===== config.mk =====
export PLATFORM = sky130hd
export DESIGN_NAME = hazard_ctrl
export DESIGN_NICKNAME = d
export VERILOG_FILES = /design/src/rtl/hazard_ctrl.sv
export SDC_FILE = /design/constraint.sdc
export NUM_CORES = 1
export LEC_CHECK = 0
export CORE_MARGIN = 1
export CORE_UTILIZATION = 38
export CTS_CLUSTER_SIZE = 30
export DETAILED_ROUTE_END_ITERATION = 8
export PLACE_DENSITY_LB_ADDON = 0.2
export SETUP_SLACK_MARGIN = 0.2
export SLEW_MARGIN = 25
export SYNTH_ARGS = -nofsm -noshare
export SYNTH_HDL_FRONTEND = slang
export SYNTH_SLANG_ARGS = --single-unit

===== constraint.sdc =====
create_clock -name clk -period 1.6 [get_ports clk]
set_input_delay 0.24 -clock clk [delete_from_list [all_inputs] [get_ports clk]]
set_output_delay 0.24 -clock clk [all_outputs]
set_load 0.02 [all_outputs]

===== src/rtl/hazard_ctrl.sv =====
// Pipeline hazard controller: load-use stall, memory-wait hold, branch flush and
// registered operand-forwarding selects for a 5-stage in-order pipeline.
module hazard_ctrl (
    input  logic       clk,
    input  logic       rst,
    input  logic [4:0] id_rs1,
    input  logic [4:0] id_rs2,
    input  logic       id_use_rs1,
    input  logic       id_use_rs2,
    input  logic [4:0] ex_wreg,
    input  logic       ex_regwrite,
    input  logic       ex_is_load,
    input  logic [4:0] mem_wreg,
    input  logic       mem_regwrite,
    input  logic [4:0] wb_wreg,
    input  logic       wb_regwrite,
    input  logic       branch_taken,
    input  logic       dmem_busy,
    output logic       pc_keep,
    output logic       ifid_keep,
    output logic       ifid_nop,
    output logic       idex_keep,
    output logic       idex_nop,
    output logic       exmem_keep,
    output logic [1:0] fwd_ex_pyc,
    output logic [1:0] fwd_mem_pyc,
    output logic [1:0] fwd_wb_pyc,
    output logic [1:0] fwd_load_pyc,
    output logic [1:0] state
);

    typedef enum logic [1:0] {
        StRun       = 2'd0,
        StLoadStall = 2'd1,
        StMemWait   = 2'd2,
        StFlush     = 2'd3
    } state_e;

    state_e     state_q, state_d;
    logic [1:0] fwd_ex_q, fwd_mem_q, fwd_wb_q, fwd_load_q;

    logic [1:0] ex_hit, mem_hit, wb_hit;
    logic [1:0] lu_bits, ex_fwd, mem_fwd, wb_fwd;
    logic       lu, lu_stall;

    // Bit 1 = rs1, bit 0 = rs2; x0 never matches.
    assign ex_hit  = {id_use_rs1 & (id_rs1 == ex_wreg), id_use_rs2 & (id_rs2 == ex_wreg)}
                     & {2{ex_wreg != 5'd0}};
    assign mem_hit = {id_use_rs1 & (id_rs1 == mem_wreg), id_use_rs2 & (id_rs2 == mem_wreg)}
                     & {2{mem_regwrite & (mem_wreg != 5'd0)}};
    assign wb_hit  = {id_use_rs1 & (id_rs1 == wb_wreg), id_use_rs2 & (id_rs2 == wb_wreg)}
                     & {2{wb_regwrite & (wb_wreg != 5'd0)}};

    assign lu_bits = ex_hit & {2{ex_is_load & ex_regwrite}};
    assign lu      = |lu_bits;
    assign ex_fwd  = ex_hit & {2{ex_regwrite & ~ex_is_load}};
    assign mem_fwd = mem_hit & ~ex_fwd;
    assign wb_fwd  = wb_hit & ~ex_fwd & ~mem_hit;

    always_comb begin
        pc_keep    = 1'b0;
        ifid_keep  = 1'b0;
        ifid_nop   = 1'b0;
        idex_keep  = 1'b0;
        idex_nop   = 1'b0;
        exmem_keep = 1'b0;
        lu_stall   = 1'b0;
        state_d    = StRun;
        if (!rst) begin
            state_d = StRun;
        end else if (branch_taken) begin
            ifid_nop = 1'b1;
            idex_nop = 1'b1;
            state_d  = StFlush;
        end else if (dmem_busy) begin
            pc_keep    = 1'b1;
            ifid_keep  = 1'b1;
            idex_keep  = 1'b1;
            exmem_keep = 1'b1;
            state_d    = StMemWait;
        end else begin
            case (state_q)
                StRun: begin
                    if (lu) begin
                        pc_keep   = 1'b1;
                        ifid_keep = 1'b1;
                        idex_nop  = 1'b1;
                        lu_stall  = 1'b1;
                        state_d   = StLoadStall;
                    end
                end
                StLoadStall: state_d = StRun;
                StMemWait:   state_d = StRun;
                // Wrong-path fetch still in flight; any load-use match is spurious.
                StFlush: begin
                    ifid_nop = 1'b1;
                    state_d  = StRun;
                end
                default:     state_d = StRun;
            endcase
        end
    end

    always_ff @(posedge clk or negedge rst) begin
        if (!rst) begin
            state_q    <= StRun;
            fwd_ex_q   <= 2'b00;
            fwd_mem_q  <= 2'b00;
            fwd_wb_q   <= 2'b00;
            fwd_load_q <= 2'b00;
        end else begin
            state_q <= state_d;
            if (idex_nop) begin
                fwd_ex_q   <= 2'b00;
                fwd_mem_q  <= 2'b00;
                fwd_wb_q   <= 2'b00;
                fwd_load_q <= lu_stall ? lu_bits : 2'b00;
            end else if (!idex_keep) begin
                fwd_ex_q   <= ex_fwd;
                fwd_mem_q  <= mem_fwd;
                fwd_wb_q   <= wb_fwd;
                fwd_load_q <= 2'b00;
            end
        end
    end

    assign state        = state_q;
    assign fwd_ex_pyc   = fwd_ex_q;
    assign fwd_mem_pyc  = fwd_mem_q;
    assign fwd_wb_pyc   = fwd_wb_q;
    assign fwd_load_pyc = fwd_load_q;

endmodule


**Word-level counts from Yosys, hierarchy flattened**

Index checks and enable logic that the tools add are counted.
W data, S select, Z words.

- Equal/unequal tests: 10
- Reductions and logical operators: 6
- Muxes and demuxes: 31
- Bitwise gates (word level): 21

Operators by type and width:

| operator | count |
|---|---|
| $eq A5 B5 Y1 | 6 |
| $mux W2 | 12 |
| $mux W1 | 18 |
| $and A2 B2 Y2 | 8 |
| $reduce_bool A5 Y1 | 3 |
| $and A1 B1 Y1 | 10 |
| $eq A2 B2 Y1 const B | 2 |
| $not A2 Y2 | 2 |
| $pmux W2 S2 | 1 |
| $reduce_or A3 Y1 | 1 |
| $eq A2 B1 Y1 const B | 1 |
| $logic_not A2 Y1 | 1 |
| $ne A2 B2 Y1 const B | 1 |
| $reduce_or A2 Y1 | 1 |
| $not A1 Y1 | 1 |

- Output and inout bits: 16
- Logic and storage cells: 73
- Bits of input ports: 35
- Register bits after elaboration: 10

**Depth between registers and ports, before layout**

Gate-level depths: netlist of the first run.

- Depth in word-level cells: 12
- Depth in mapped cells: 6
- Mapped depth without buffers: 5

**Least setup slack after synthesis of the first run**

Ideal clock, no wire load.

- Kind: reg-to-output
- From: register state_q[1] (netlist: state[1])
- To: output pc_keep
- Setup slack: -0.279 ns
- Data required time: 1.360 ns
- Arrival: 1.639 ns
- Cell stages (with the launch flop): 6
- Buffers on the path: 1
- Cell sequence: dfrtp_1 -> nand4bb_1 -> a21oi_1 -> o21ai_1 -> a21oi_1 -> buf_4

- Longest elaborated chain between the ends: 5

RTL lines:

| element | line | RTL |
|---|---|---|
| from (decl) | 39 | `state_e state_q, state_d;` |
| from (signal assigned) | 106 | `state_q <= StRun;` |
| from (signal assigned) | 112 | `state_q <= state_d;` |
| $logic_not A2 Y1 | n/a |  |
| $mux W1 (4 in series) | n/a |  |
| to (decl) | 19 | `output logic pc_keep,` |

Every way passes these cells.

**Final worst setup path of the first run**

- From: register state_q[0] (netlist: state[0])
- To: output pc_keep

- Longest elaborated chain between the ends: 5

RTL lines:

| element | line | RTL |
|---|---|---|
| $logic_not A2 Y1 | 82 | `case (state_q)` |
| $mux W1 | 82 |  |
| $mux W1 | 75 | `end else if (dmem_busy) begin` |
| $mux W1 | 71 | `end else if (branch_taken) begin` |
| $mux W1 | 69 | `if (!rst) begin` |

Every way passes these cells.

==> results.py, run 1 <==
metrics = {
    "timing": {
        "final-hold-violation-count": 0,
        "rsz0062_at_grt": "yes",
        "max_freq_mhz": 515,
        "slew_violations": 0,
        "clock_skew_ps": 21.4,
        "setup_slack_ps": -342,
        "finalCritPeriodShare": 1.21,
        "worst_pin_slew_ps": 337,
        "period_minus_slack_ps": 1940,
        "setup-violations-final": 10,
        "fin_hold_ws_ps": 148,
        "relSlewSlack": 0.774,
    },
    "critical_path": {
        "worst_ep_required_time_ps": 1360,
        "reg2reg_from": "state[0]",
        "cp-endpoint": "pc_keep",
        "cp_num_cells": 6,
        "max_stage_delay_ps": 420,
        "crit_path_max_fanout": 2,
        "endpoint_kind": "output port",
        "path_cells": "nand4bb_4 > a21oi_2 > o21ai_2 > buf_12 > a21oi_4 > buf_6",
        "crit_start": "state[0]",
        "start_kind": "register",
        "r2r-end": "fwd_wb_pyc[0]",
        "crit_type": "reg -> out",
        "r2r_slack_ps": -160,
        "reg2reg_depth": 8,
        "cp.arrival_ps": 1700,
        "crit_family": "compound AO/OA/AOI/OAI gates",
        "critPathBufInv": 2,
        "crit_slowest_cell": "dfrtp_2",
    },
    "clocking": {
        "tritoncts": "done",
        "postCtsHoldBufs": 0,
        "clk_pin_slew_ps": 80,
        "cts_htree_levels": 1,
        "clkLatencyLatePin_ps": 290,
        "clock-sinks": 10,
        "numCtsBuffers": 3,
        "clockBufferDepth": 2,
        "root_buffer": "clkbuf_4",
    },
    "power_and_ir_drop": {
        "power.share.clock": 0.222,
        "p_leak_nw": 0.964,
        "power_density_nw_per_um2": 436,
        "p_switching_mw": 0.330,
        "switching_share": 0.362,
        "p_seq_frac": 0.286,
        "p_total_mw": 0.912,
        "vdd_ir_drop_max_mv": 0.484,
        "p_comb_frac": 0.492,
        "intPower_mw": 0.582,
    },
    "layout": {
        "area_delta_synth_final_pct": 130,
        "nets": 251,
        "drive_above_1_share": 0.516,
        "diodes": 0,
        "fin_util": 0.936,
        "nFillCells": 71,
    },
    "place": {
        "port_buffers": 50,
        "gp_congestion": 0.869,
        "dpl.hpwl_um": 2980,
    },
    "synth": {
        "syn_area_um2": 910,
        "ys.flop_type": "dfrtp_1",
        "seq_area_frac_synth": 0.275,
        "synth_cell_type_count": 30,
        "postSynthAreaPerCell_um2": 8.58,
        "synth_warnings": 0,
        "synth-edff-count": 0,
        "syn_inst": 106,
        "yosysTopAreaCellShare": 0.275,
        "synth.net_count": 141,
        "synth_area_leaders": "dfrtp_1, xnor2_1, xor2_1",
        "async_flop_share": 1.00,
        "synth_area_leader_cell": "dfrtp_1",
        "ys_ff_latch": 10,
    },
    "routing": {
        "dr_total_vias": 1448,
        "antenna_left": 0,
        "wl_per_cell_um": 23.0,
        "via_per_inst": 5.96,
        "firstDrtPassIters": 4,
        "routed_wl_um": 5590,
        "drcViolationCount": 0,
        "drt_first_iter_violations": 103,
    },
    "floorplanning": {
        "initial_utilization": 0.407,
        "fp.dieArea_um2": 2590,
        "die_x_um": 50.9,
        "top_level_ports": 51,
        "row_count": 17,
        "fp.dieH_um": 50.9,
        "fp.coreArea_um2": 2230,
    },
    "global_route": {
        "grt_start_max_net_pins": 11,
        "track_usage": 0.369,
        "antenna_found_initial": 0,
        "grt_pass1_wl_um": 6820,
        "gr-total-overflow": 0,
        "grt_pass1_vias": 1424,
    },
    "min_path": {
        "min_path_type": "in -> async",
    },
    "outcome": {
        "status": "finished, violations left",
        "violations": "negative setup slack",
    },
    "flow_run": {
        "max-cap-violations": 0,
    },
}
stage by stage:
step	setup TNS (ps)	setup slack (ps)	area, um2	cells
detailed placement	-7230	-947	1780	224
finish	-1550	-342	2090	243
global placement	-6840	-898	1780	224
floorplan	0	40.5	941	106
CTS	-678	-240	1920	238
global route	-1670	-345	2090	243
per-layer routing:
layer | track usage | part of all wire | up-vias
met5 | 0 | 0 | -
met4 | 0.204 | 0.073 | 0
met3 | 0.0744 | 0.10 | 41
met2 | 0.697 | 0.48 | 133
met1 | 0.370 | 0.34 | 670
li1 | - | - | 604
flip-flops by register name, indices dropped and copies added, names as in the netlist:
signal and count:
state 2, fwd_mem_pyc 2, fwd_ex_pyc 2, fwd_load_pyc 2, fwd_wb_pyc 2
placed cells by master, fill, tap and decap left out, types with 4 or more instances in the layout:
cell              n
o21ai_0           5
dfrtp_1           8
buf_2             4
xnor2_2           4
buf_6            14
nand2_1           7
buf_4            50
inv_1             4
clkdlybuf4s50_1   7
xor2_1            8
clkdlybuf4s15_2   4
dlygate4sd2_1    23
nand4_1           4
xnor2_1          16
synthesized netlist by cell type, types with 3 or more instances:
| master | instances |
|---|---|
| inv_1 | 5 |
| nor3_1 | 5 |
| xnor2_1 | 20 |
| dfrtp_1 | 10 |
| o21ai_0 | 5 |
| nand3_1 | 4 |
| nand2_1 | 7 |
| a21oi_1 | 4 |
| nor4_1 | 3 |
| nand4_1 | 4 |
| nor2_1 | 5 |
| a22o_1 | 3 |
| xor2_1 | 10 |
repair_timing:
item                       CTS  global route
setup endpoints to repair   25            16
gates cloned                 0             0
pin swaps                   23            11
resized for setup          111            28
buffers inserted            10             5
final cells by class:
class	instances	area, um2	area share
tap	28	35.0	0.0168
inverter	5	18.8	0.00898
multi-input combinational	89	828	0.396
timing repair buffer	107	930	0.445
clock buffer	4	26.3	0.0126
sequential	10	253	0.121
cell families after synthesis:
group | after synthesis | synth area share
AND/OR/NAND/NOR | 36 | 0.221
XOR/XNOR | 30 | 0.289
flip-flops | 10 | 0.275
AO/OA/AOI/OAI | 23 | 0.177
buffers and inverters | 7 | 0.0371
power groups by stage:
stage	registers, mW	logic [mW]	clock network, mW
after floorplan	0.269	0.116	0
after global routing	0.260	0.465	0.219
after detailed placement	0.265	0.363	0
after CTS	0.259	0.370	0.199
after global placement	0.264	0.354	0
final	0.260	0.449	0.203
worst min path at each step:
stage                                to     startpoint  cells after the start  slack (ps)
after floorplan           fwd_ex_pyc[0]            rst                      0         -60
after global placement    fwd_wb_pyc[0]  fwd_wb_pyc[0]                      1         490
after detailed placement  fwd_wb_pyc[1]  fwd_wb_pyc[1]                      1         490
after CTS                      state[0]            rst                      2         120
after global routing           state[0]            rst                      2         200
final                          state[1]            rst                      2         150
Note: power is estimated with default switching activity, not from simulation.
==> run 2, diff against run 1 <==
- CORE_UTILIZATION: 38 -> 39
- CTS_BUF_LIST: unset -> sky130_fd_sc_hd__clkbuf_8
- RECOVER_POWER: unset -> 100
==> run 2 against run 1 <==
Clock-buffer cell count decreased by 1. Worst setup slack improved by 37 ps. The run still ends with negative setup slack left. Design area decreased by 2.5%. Critical path depth unchanged.
==> results.py, run 2 (synthesis results as in run 1) <==
metrics = {
    "outcome": {
        "status": "finished, violations left",
        "violations": "negative setup slack",
    },
    "timing": {
        "max_freq_mhz": 525,
        "setup_slack_ps": -305,
        "final-hold-violation-count": 0,
        "relSlewSlack": 0.610,
        "clock_skew_ps": 9.71,
        "finalCritPeriodShare": 1.19,
        "period_minus_slack_ps": 1900,
        "slew_violations": 0,
        "fin_hold_ws_ps": 166,
        "worst_pin_slew_ps": 579,
        "rsz0062_at_grt": "yes",
        "setup-violations-final": 8,
    },
    "critical_path": {
        "reg2reg_depth": 6,
        "endpoint_kind": "output port",
        "cp-endpoint": "ifid_keep",
        "crit_start": "state[0]",
        "crit_path_max_fanout": 2,
        "start_kind": "register",
        "r2r-end": "fwd_mem_pyc[1]",
        "r2r_slack_ps": -60,
        "reg2reg_from": "state[0]",
        "worst_ep_required_time_ps": 1360,
        "cp.arrival_ps": 1660,
        "crit_type": "reg -> out",
    },
    "layout": {
        "diodes": 0,
        "final_cell_area_um2": 2040,
        "drive_above_1_share": 0.486,
        "nets": 246,
        "final_cell_mix": "buf_4, dlygate4sd2_1, xnor2_1, buf_6, xor2_1",
        "fin_util": 0.922,
        "area_delta_synth_final_pct": 124,
        "ff_latch_area_um2": 253,
        "nFillCells": 86,
        "layout_commonest_cell": "buf_4",
        "multi_input_area_um2": 830,
    },
    "routing": {
        "m1WireLength_um": 1790,
        "wl_per_cell_um": 22.6,
        "dr_wl_met3_um": 427,
        "antenna_left": 0,
        "drt_first_iter_violations": 85,
        "firstDrtPassIters": 6,
        "via_per_inst": 6.09,
        "routed_wl_um": 5380,
        "top_layer": "met4",
        "wl_met2_um": 2710,
        "dr_total_vias": 1450,
        "drcViolationCount": 0,
    },
    "power_and_ir_drop": {
        "p_seq_frac": 0.272,
        "power.share.clock": 0.270,
        "switching_share": 0.333,
        "intPower_mw": 0.642,
        "p_comb_frac": 0.458,
        "p_switching_mw": 0.321,
        "power_density_nw_per_um2": 472,
        "p_total_mw": 0.963,
        "vdd_ir_drop_max_mv": 0.577,
        "p_leak_nw": 0.960,
    },
    "global_route": {
        "track_usage": 0.374,
        "grt_start_max_net_pins": 11,
        "gr-total-overflow": 0,
        "grt_pass1_vias": 1429,
        "antenna_found_initial": 0,
        "grt_pass1_wl_um": 6820,
    },
    "place": {
        "dp_worst_setup_slack_ps": -986,
        "placed_area_um2": 1760,
        "gp_congestion": 0.930,
        "dpl.hpwl_um": 2890,
        "port_buffers": 50,
    },
    "clocking": {
        "root_buffer": "clkbuf_8",
        "clkLatencyLatePin_ps": 230,
        "clk_pin_slew_ps": 50,
        "tritoncts": "done",
        "clockBufferDepth": 2,
        "clock-sinks": 10,
        "cts_htree_levels": 1,
        "numCtsBuffers": 3,
    },
    "min_path": {
        "min_path_type": "in -> async",
    },
    "floorplanning": {
        "die_x_um": 50.3,
        "fp.dieH_um": 50.3,
        "fp.dieArea_um2": 2530,
        "initial_utilization": 0.411,
        "row_count": 17,
        "top_level_ports": 51,
        "fp.coreArea_um2": 2210,
    },
    "flow_run": {
        "max-cap-violations": 0,
    },
}
## run 2: changes by cell type in the layout (fill, tap and decap cells not counted), moves of 3 or more
cell,before,now
clkdlybuf4s15_2,4,0
clkbuf_8,0,3
buf_4,50,41
clkbuf_4,3,0
clkdlybuf4s50_1,7,4
clkbuf_2,1,5
## run 2: routing by layer
layer,track usage,up-vias
met3,0.0394,43
met5,0,-
li1,-,590
met4,0.292,0
met1,0.375,682
met2,0.693,135
## run 2: worst min path at each step
stage / endpoint / slack (ps)
6_report: state[0] / 170
5_1_grt: state[0] / 160
4_1_cts: state[1] / 180
3_5_place_dp: fwd_wb_pyc[1] / 500
3_3_place_gp: fwd_wb_pyc[0] / 490
2_1_floorplan: fwd_ex_pyc[0] / -60
## run 2: repair_timing
action	in CTS	in global routing
endpoints found under the setup margin	25	15
buffers inserted	7	5
hold buffers	0	0
resized for setup	121	39
pin swaps	23	21
## run 2: critical path: stages, from the launching register on
cell       delay (ps)
dfrtp_2           420
nand4bb_1         250
a21oi_2           200
o21ai_2           110
buf_6             130
a21oi_4           170
buf_6             140
## run 2: per-stage QoR
step           setup TNS (ps)  instances
3_5_place_dp            -7380        222
4_1_cts                  -672        233
5_1_grt                 -1530        238
2_1_floorplan               0        106
3_3_place_gp            -6340        222
6_report                -1510        238
## run 2: layout make-up
class	instances	share of cell area
clock inverter	1	0.00184
timing repair buffer	102	0.421
sequential	10	0.124
clock buffer	3	0.0202
multi-input combinational	89	0.407
inverter	5	0.00920
tap	28	0.0172
## run 2: power by group through the flow
stage | Sequential (mW) | Combinational [mW] | Clock, mW
6_report | 0.262 | 0.441 | 0.259
5_1_grt | 0.262 | 0.453 | 0.286
4_1_cts | 0.261 | 0.373 | 0.268
3_5_place_dp | 0.265 | 0.361 | 0
3_3_place_gp | 0.265 | 0.346 | 0
2_1_floorplan | 0.269 | 0.116 | 0
